==> src/rtl/if_prefetch_queue.sv <==
`default_nettype none
// +----------------------------------------------------------------------------+
// | Module      : if_prefetch_queue                                            |
// | Description : Instruction-fetch front end. Owns the fetch PC, keeps one    |
// |               read outstanding on port A, buffers returned words in a      |
// |               DEPTH-entry queue drained by decode via valid/ready, and     |
// |               flushes on branch/trap/JMP redirects, discarding a read      |
// |               still in flight when the redirect arrives.                   |
// | Options     : IF_PERF_CNT_EN adds saturating stall and flush counters.     |
// | Revision    : 1.0 - initial release                                        |
// +----------------------------------------------------------------------------+
module if_prefetch_queue #(
  parameter int              XLEN     = 16,
  parameter int              DEPTH    = 4,
  parameter logic [XLEN-1:0] RESET_PC = 16'h0000
) (
  input  logic            clk,
  input  logic            rst_n,
  output logic            o_mem_read,
  output logic [XLEN-1:0] o_mem_addr,
  input  logic            i_mem_resp,
  input  logic [XLEN-1:0] i_mem_rdata,
  input  logic            i_br_en,
  input  logic [XLEN-1:0] i_br_target,
  input  logic            i_trap_en,
  input  logic [XLEN-1:0] i_trap_target,
  input  logic            i_jmp_en,
  input  logic [XLEN-1:0] i_jmp_target,
  output logic            o_id_valid,
  input  logic            i_id_ready,
  output logic [XLEN-1:0] o_id_instr,
  output logic [XLEN-1:0] o_id_pc
`ifdef IF_PERF_CNT_EN
  ,
  output logic [31:0]     o_perf_stall_cnt,
  output logic [31:0]     o_perf_flush_cnt
`endif
);

  localparam int               c_PTR_W = $clog2(DEPTH);
  localparam logic [c_PTR_W:0] c_DEPTH = DEPTH[c_PTR_W:0];

  typedef enum logic [0:0] {
    ST_FETCH   = 1'b0,
    ST_DISCARD = 1'b1
  } state_e;

  state_e               r_state;
  logic [XLEN-1:0]      r_fetch_pc;
  logic                 r_mem_read;
  logic [XLEN-1:0]      r_mem_addr;
  logic [c_PTR_W:0]     r_count;
  logic [c_PTR_W-1:0]   r_rd_ptr;
  logic [c_PTR_W-1:0]   r_wr_ptr;
  logic [XLEN-1:0]      r_q_instr [DEPTH];
  logic [XLEN-1:0]      r_q_pc    [DEPTH];

  logic                 w_redirect;
  logic [XLEN-1:0]      w_sel_target;
  logic [XLEN-1:0]      w_target;
  logic [XLEN-1:0]      w_pc_inc;
  logic                 w_resp;
  logic                 w_enq;
  logic                 w_deq;
  logic                 w_pend_nx;
  logic [c_PTR_W:0]     w_count_nx;
  logic [XLEN-1:0]      w_pc_nx;
  state_e               w_state_nx;
  logic                 w_read_nx;
  logic [XLEN-1:0]      w_addr_nx;

  // Redirect source selection: branch beats trap beats jump; targets are halfword aligned.
  assign w_redirect   = i_br_en | i_trap_en | i_jmp_en;
  assign w_sel_target = i_br_en ? i_br_target : (i_trap_en ? i_trap_target : i_jmp_target);
  assign w_target     = {w_sel_target[XLEN-1:1], 1'b0};
  assign w_pc_inc     = r_fetch_pc + XLEN'(2);

  // A response only counts while a request is actually up; stale responses are ignored.
  assign w_resp    = r_mem_read & i_mem_resp;
  assign w_enq     = w_resp & (r_state == ST_FETCH) & ~w_redirect;
  assign w_deq     = o_id_valid & i_id_ready;
  assign w_pend_nx = r_mem_read & ~w_resp;

  // Next-state computation for queue occupancy, fetch PC, FSM and the read request.
  always_comb begin
    w_count_nx = r_count;
    if (w_redirect) begin
      w_count_nx = '0;
    end else if (w_enq && !w_deq) begin
      w_count_nx = r_count + 1'b1;
    end else if (!w_enq && w_deq) begin
      w_count_nx = r_count - 1'b1;
    end

    w_pc_nx = r_fetch_pc;
    if (w_redirect) begin
      w_pc_nx = w_target;
    end else if (w_enq) begin
      w_pc_nx = w_pc_inc;
    end

    w_state_nx = r_state;
    if (r_state == ST_FETCH) begin
      if (w_redirect && w_pend_nx) begin
        w_state_nx = ST_DISCARD;
      end
    end else if (w_resp) begin
      w_state_nx = ST_FETCH;
    end

    // An in-flight request keeps its address until answered, even across a redirect.
    if (w_pend_nx) begin
      w_read_nx = 1'b1;
      w_addr_nx = r_mem_addr;
    end else begin
      w_read_nx = (w_count_nx < c_DEPTH);
      w_addr_nx = w_pc_nx;
    end
  end

  // FSM, fetch PC, registered memory request and queue bookkeeping.
  always_ff @(posedge clk or negedge rst_n) begin
    if (!rst_n) begin
      r_state    <= ST_FETCH;
      r_fetch_pc <= RESET_PC;
      r_mem_read <= 1'b0;
      r_mem_addr <= RESET_PC;
      r_count    <= '0;
      r_rd_ptr   <= '0;
      r_wr_ptr   <= '0;
    end else begin
      r_state    <= w_state_nx;
      r_fetch_pc <= w_pc_nx;
      r_mem_read <= w_read_nx;
      r_mem_addr <= w_addr_nx;
      r_count    <= w_count_nx;
      if (w_redirect) begin
        r_rd_ptr <= '0;
        r_wr_ptr <= '0;
      end else begin
        if (w_deq) r_rd_ptr <= r_rd_ptr + 1'b1;
        if (w_enq) r_wr_ptr <= r_wr_ptr + 1'b1;
      end
    end
  end

  // Queue storage; contents are only observed through the occupancy count, so no reset.
  always_ff @(posedge clk) begin
    if (w_enq) begin
      r_q_instr[r_wr_ptr] <= i_mem_rdata;
      r_q_pc[r_wr_ptr]    <= w_pc_inc;
    end
  end

  assign o_mem_read = r_mem_read;
  assign o_mem_addr = r_mem_addr;
  assign o_id_valid = (r_count != '0);
  assign o_id_instr = o_id_valid ? r_q_instr[r_rd_ptr] : '0;
  assign o_id_pc    = o_id_valid ? r_q_pc[r_rd_ptr]    : '0;

`ifdef IF_PERF_CNT_EN
  logic [31:0] r_stall_cnt;
  logic [31:0] r_flush_cnt;

  // Saturating counters for empty-queue cycles and redirects.
  always_ff @(posedge clk or negedge rst_n) begin
    if (!rst_n) begin
      r_stall_cnt <= '0;
      r_flush_cnt <= '0;
    end else begin
      if (!o_id_valid && (r_stall_cnt != 32'hFFFF_FFFF)) r_stall_cnt <= r_stall_cnt + 32'd1;
      if (w_redirect && (r_flush_cnt != 32'hFFFF_FFFF)) r_flush_cnt <= r_flush_cnt + 32'd1;
    end
  end

  assign o_perf_stall_cnt = r_stall_cnt;
  assign o_perf_flush_cnt = r_flush_cnt;
`endif

endmodule
`default_nettype wire
==> config.mk <==
export PLATFORM = sky130hd
export DESIGN_NAME = if_prefetch_queue
export DESIGN_NICKNAME = d
export VERILOG_FILES = /design/src/rtl/if_prefetch_queue.sv
export SDC_FILE = /design/constraint.sdc
export NUM_CORES = 1
export LEC_CHECK = 0
export ABC_AREA = 0
export CAP_MARGIN = 40
export CORE_ASPECT_RATIO = 0.9
export CORE_UTILIZATION = 54
export DETAILED_ROUTE_END_ITERATION = 12
export GPL_TIMING_DRIVEN = 0
export PLACE_DENSITY = 0.91
export SYNTH_ARGS = -nofsm -noshare
export SYNTH_HDL_FRONTEND = slang
export SYNTH_SLANG_ARGS = --single-unit
==> constraint.sdc <==
create_clock -name clk -period 2.48 [get_ports clk]
set_clock_uncertainty 0.05 [all_clocks]
set_input_delay 0.496 -clock clk [delete_from_list [all_inputs] [get_ports clk]]
set_output_delay 0.496 -clock clk [all_outputs]
set_load 0.02 [all_outputs]
==> impl_metrics.ini, run 1 <==
[sta]
fin_ws_ns = -0.05970
period_share_pct = 102.4
max_freq_ghz = 0.3937
setup_tns_ns = -0.2764
tightest_slew_ns = 0.5148
relSlewSlack_pct = 65.37
hold_viol_final = 0
setup_viol = 8
holdWs_ns = 0.3542
period_needed_ns = 2.540
rsz0062_at_grt = true
drv_slew = 0

[cts]
clock-sinks = 169
numCtsBuffers = 17
tritoncts = built
clkTransAtPathRegs_ns = 0.06
htreeDepth = 4
clk_path_buf_depth = 2
cts_root_buffer = clkbuf_16
clk_latency_ns = 0.43

[floorplan]
io_pins = 121
rows = 40
die_y_um = 113.6
die_w_um = 126.0
core_area_mm2 = 0.01341
initial_core_util_pct = 55.68
dieArea_mm2 = 0.01431

[logic_synthesis]
synth_nets = 564
yosysUniqueCellTypes = 59
synth_edf_count = 128
syn_avg_cell_area_um2 = 15.40
synthArstFlopShare_pct = 24.26
synth_area_leader_cell = edfxtp_1
synth-main-ff-cell = edfxtp_1
yosys_warnings = 0
yosysTopAreaCellShare_pct = 51.47
synth-seq-area-share_pct = 65.20
ys_top_cells_by_area = edfxtp_1 51%, dfrtp_1 14%, mux4_2 9.6%
netlist_instances = 485
syn_area_mm2 = 0.007468
ys_ff_latch = 169

[setup_path]
crit_path_cell_trace = buf_8 -> buf_6 -> buf_12 -> mux4_2 -> and2_4 -> buf_6
critPathCaptureType = primary output
required_ns = 1.93
startpoint_type = register
criticalPathCategory = reg2out
timing.rr.start = o_mem_read$_DFF_PN0_
critPathTopFamily = buffers and inverters
cp-startpoint = r_rd_ptr[0]$_DFFE_PN0P_
crit_path_frequent_cell = buf_6
cp.arrival_ns = 1.99
critical_path.max_stage_delay_ns = 0.51
worst-path-buf-inv = 4
crit_slowest_cell = mux4_2
worst-path-max-fanout = 6

[global_routing]
grt_max_degree = 41
overflow = 0
grt_pass1_vias = 5186
busiest_layer = met2
grt_antenna_before_repair = 0
use_met2_pct = 44.64
grt_pass1_wl_um = 26680
grtUsageMet3_pct = 6.801
grt_usage_pct = 25.19
met1_usage_pct = 29.93

[cells_and_area]
final_util_pct = 72.16
nNetsFinal = 712
drive_above_1_share_pct = 28.33
fin_area_mm2 = 0.009679
area_delta_synth_final_pct = 29.60
n_fill_cell = 836
stdcell_count = 814
antenna_cells = 0

[route]
dr.first_iter.drc_count = 384
viasPerCell = 5.967
firstDrtPassIters = 5
vias = 4857
drc = 0
postRouteAntennaNets = 0
wl_um = 17140
routedWlPerCell_um = 21.06

[outcome]
violations = negative setup slack
status = finished with violations

[placement]
port_buffers = 116
dp_hpwl_um = 11040
place_ws_ns = -0.6492
post_dp_cell_area_mm2 = 0.008860
place_inst = 770
globalplace.congestion = 0.8633

[job]
drv_cap = 0

[power]
finalPower_mw = 6.242
ir_drop_uv = 528.5
p_leak_nw = 3.488
power_density_mw_per_mm2 = 644.9

[worst_hold_path]
hold_class = in2async
==> flip-flops by register name, indices dropped and copies added, names as in the netlist <==
| register | count |
|---|---|
| o_mem_addr | 16 |
| r_q_pc | 64 |
| r_count | 3 |
| o_mem_read | 1 |
| r_rd_ptr | 2 |
| r_q_instr | 64 |
| r_wr_ptr | 2 |
| r_fetch_pc | 16 |
| r_state | 1 |
==> worst paths after layout <==
kind	end	slack, ns	depth (start not counted)
min in group clk	o_mem_addr[1]$_DFFE_PN0N_	0.47	1
max	o_id_pc[4]	-0.06	6
max in group asynchronous	r_rd_ptr[1]$_DFFE_PN0P_	1.63	3
max reg2reg	r_q_instr[2][6]$_DFFE_PP_	0.32	4
min reg2reg	o_mem_addr[1]$_DFFE_PN0N_	0.47	1
min	o_mem_addr[3]$_DFFE_PN0N_	0.35	2
==> worst register-to-register path, cell delays in order (launching register included) <==
cell and delay (ns):
dfrtp_1 0.45, and3b_1 0.21, buf_2 0.25, buf_2 0.27
and3_4 0.55
==> placed cells by master, fill, tap and decap left out, drive strengths merged, types with 13 or more instances in the layout <==
cell type	synthesis	final
clkbuf	12	27
nor3	13	13
and2	34	34
nand2	24	24
nor2	19	19
mux4	32	32
edfxtp	128	128
buf	20	69
dfrtp	41	41
clkdlybuf4s50	0	82
==> power breakdown <==
part	leakage (nW)	switching, mW	total, mW	internal (mW)
combinational	1.58	0.323	0.624	0.301
clock	0.264	1.05	2.42	1.37
sequential	1.64	0.0604	3.20	3.14
total	3.49	1.44	6.24	4.81
==> Yosys cell counts, types with 7 or more instances <==
cell type and n:
and3_1 7, nor2_1 18, a31oi_1 11, a22oi_1 8, mux2_2 7, dfrtp_1 41, clkbuf_1 11, ha_1 8
nor3_1 11, edfxtp_1 128, a221o_1 9, xor2_1 10, and2_1 34, inv_1 10, mux4_2 32, nand2_1 24
buf_2 13, a21oi_1 7
==> layout make-up <==
cell class / count / area [um^2] / share of cell area, %
Buffer: 31 / 265.3 / 2.740
Clock buffer: 19 / 432.9 / 4.473
Tap cell: 168 / 210.2 / 2.172
Timing Repair Buffer: 130 / 1275 / 13.17
Clock inverter: 13 / 105.1 / 1.086
Multi-Input combinational cell: 273 / 2474 / 25.56
Inverter: 11 / 46.29 / 0.4783
Sequential cell: 169 / 4871 / 50.32
==> metal layers <==
layer  share of wire [%]  up-vias  wire, um
met1                  39     2402      6658
li1                    -     2178         -
met3                 7.0       36      1197
met5                   0        -         0
met2                  52      241      8983
met4                 1.8        0       306
==> cells by family after synthesis <==
family / Yosys count / share of synthesized area (%)
XOR/XNOR: 16 / 1.876
AO/OA/AOI/OAI: 61 / 5.981
buffers and inverters: 43 / 2.848
flip-flops: 169 / 65.20
adder cells (fa/ha/maj): 8 / 1.340
multiplexers: 45 / 11.58
AND/OR/NAND/NOR: 143 / 11.17
==> repair_timing <==
item	CTS	global route
hold buffers	1	0
gates resized for setup	182	67
endpoints found under the hold margin	1	0
buffers inserted	8	4
cloned	2	0
pin swaps	3	16
endpoints found under the setup margin	161	161
Note: power is estimated with default switching activity, not from simulation.
==> inputs of run 2 (changes only) <==
CAP_MARGIN = 20   (was 40)
==> run 2 against run 1 <==
The flow still finishes with violations (negative setup slack). Final area is 0.32% higher. Routed wire length is 4.1% higher. Sequential cell count stayed put. Final cell count is 0.12% higher. Critical path depth stayed put. Sequential share of layout area is 0.16 points lower. Sequential power hardly changed. Global-route usage is 0.45 points higher. Clock power is 14% higher. Core utilization is 0.23 points higher. First-iteration DRC count is 5.2% lower. Critical endpoint is now o_id_pc[10]. Largest cell class unchanged.
==> impl_metrics.ini, run 2 (same netlist as run 1, synthesis figures left out) <==
[floorplan]
core_area_mm2 = 0.01341
rows = 40
dieArea_mm2 = 0.01431
initial_core_util_pct = 55.68
die_y_um = 113.6
die_w_um = 126.0
io_pins = 121

[sta]
drv_slew = 0
period_share_pct = 101.4
relSlewSlack_pct = 39.09
hold_viol_final = 0
rsz0062_at_grt = true
period_needed_ns = 2.514
tightest_slew_ns = 0.9137
fin_ws_ns = -0.03382
setup_viol = 9
max_freq_ghz = 0.3978

[cts]
tritoncts = built
cts_root_buffer = clkbuf_16
numCtsBuffers = 17
htreeDepth = 4
cts_hold_buf = 0
clkTransAtPathRegs_ns = 0.07
clock-sinks = 169
clk_path_buf_depth = 2
clk_latency_ns = 0.43

[global_routing]
grt_usage_pct = 25.64
overflow = 0
grt_pass1_vias = 5255
grt_pass1_wl_um = 27050
grt_antenna_before_repair = 0
grt_max_degree = 42

[power]
pwr-share-seq_pct = 48.7
p_leak_nw = 3.511
ir_drop_uv = 559.7
p_comb_share_pct = 9.4
power_density_mw_per_mm2 = 676.3
swShare_pct = 22.24
p_clk_share_pct = 41.9
netSwitchingPower_mw = 1.460
p_int_mw = 5.107

[setup_path]
critPathCaptureType = primary output
cp.arrival_ns = 1.97
r2r-end = r_q_instr[1][4]$_DFFE_PP_
required_ns = 1.93
startpoint_type = register
cp-startpoint = r_rd_ptr[0]$_DFFE_PN0P_
timing.rr.start = o_mem_read$_DFF_PN0_
worst-path-max-fanout = 5
reg2reg_slack_ns = 0.26
criticalPathCategory = reg2out
r2r_cells = 4

[route]
postRouteAntennaNets = 0
vias = 4961
dr.first_iter.drc_count = 364
viasPerCell = 6.087
firstDrtPassIters = 5
routedWlPerCell_um = 21.89
wl_um = 17840
drc = 0

[worst_hold_path]
hold_class = in2async

[placement]
dp_hpwl_um = 11080
globalplace.congestion = 0.8633
port_buffers = 116
post_dp_cell_area_mm2 = 0.008840

[cells_and_area]
fin_area_mm2 = 0.009711
nNetsFinal = 713
final_common_cell = edfxtp_1
layout_common_cells = 128 x edfxtp_1, 82 x clkdlybuf4s50_1, 40 x dfrtp_1, 32 x mux4_2, 24 x nand2_1
antenna_cells = 0
area_delta_synth_final_pct = 30.02
reg.largest.list = r_q_instr: 64 flops, r_q_pc: 64 flops
final_util_pct = 72.40
drive_above_1_share_pct = 27.67

[outcome]
status = finished with violations
violations = negative setup slack

[job]
drv_cap = 0
==> run 2: changes by cell type in the layout (fill, tap and decap cells not counted), sizes merged <==
cell,delta
clkinv,-3
bufinv,+3
dlygate4sd3,-1
buf,-3
clkdlybuf4s15,-1
and3,+1
clkbuf,+5
==> run 2: power groups by stage <==
stage | combinational (mW) | sequential (mW) | clock [mW]
2_1_floorplan | 0.257 | 3.28 | 0
3_3_place_gp | 0.565 | 3.25 | 0
3_5_place_dp | 0.593 | 3.25 | 0
4_1_cts | 0.599 | 3.19 | 2.76
5_1_grt | 0.661 | 3.20 | 2.88
6_report | 0.620 | 3.20 | 2.75
==> run 2: final cells by class <==
| type | count | area (um^2) |
|---|---|---|
| Sequential cell | 169 | 4871 |
| Tap cell | 168 | 210.2 |
| Clock buffer | 19 | 432.9 |
| Multi-Input combinational cell | 274 | 2466 |
| Fill cell | 818 | 3702 |
| Timing Repair Buffer | 131 | 1267 |
| Clock inverter | 13 | 175.2 |
| Inverter | 11 | 46.29 |
| Buffer | 30 | 241.5 |
==> run 2: worst max path at each step <==
stage	end	slack [ns]
after global placement	r_q_instr[0][14]$_DFFE_PP_	-1.15
after global routing	o_id_pc[13]	-0.09
after floorplan	r_q_instr[0][0]$_DFFE_PP_	0.06
after detailed placement	r_q_instr[3][14]$_DFFE_PP_	-0.65
final	o_id_pc[10]	-0.03
after CTS	r_q_instr[3][14]$_DFFE_PP_	-0.20
==> run 2: critical path: stages, from the launching register on <==
cell and delay [ns]:
dfrtp_1 0.35, buf_6 0.14, buf_6 0.13, clkbuf_16 0.14, mux4_2 0.50, and2_4 0.15, buf_6 0.13
==> run 2: timing repair <==
action                                  in CTS  in global routing
pin swaps                                    2                 15
gates cloned                                 1                  2
resized for setup                          175                 57
buffers inserted                             7                  7
endpoints found under the setup margin     161                161
==> run 2: metrics by stage <==
| stage | total power [mW] | setup WS [ns] | instances | hold slack, ns | setup TNS, ns |
|---|---|---|---|---|---|
| 2_1_floorplan | 3.532 | 0.06439 | 485 | 0.1504 | 0 |
| 3_3_place_gp | 3.812 | -1.152 | 769 | 0.4412 | -157.27 |
| 3_5_place_dp | 3.842 | -0.6514 | 769 | 0.4499 | -95.40 |
| 4_1_cts | 6.558 | -0.1985 | 808 | 0.1544 | -24.84 |
| 5_1_grt | 6.742 | -0.08801 | 815 | 0.1944 | -1.536 |
| 6_report | 6.567 | -0.03382 | 815 | 0.1529 | -0.1359 |
==> run 2: routing by layer <==
layer,GRT usage (%),vias up,share of wire (%)
li1,-,2178,-
met1,30.09,2509,38
met2,44.83,247,53
met3,7.458,27,7.3
met4,10.04,0,1.7
met5,0,-,0
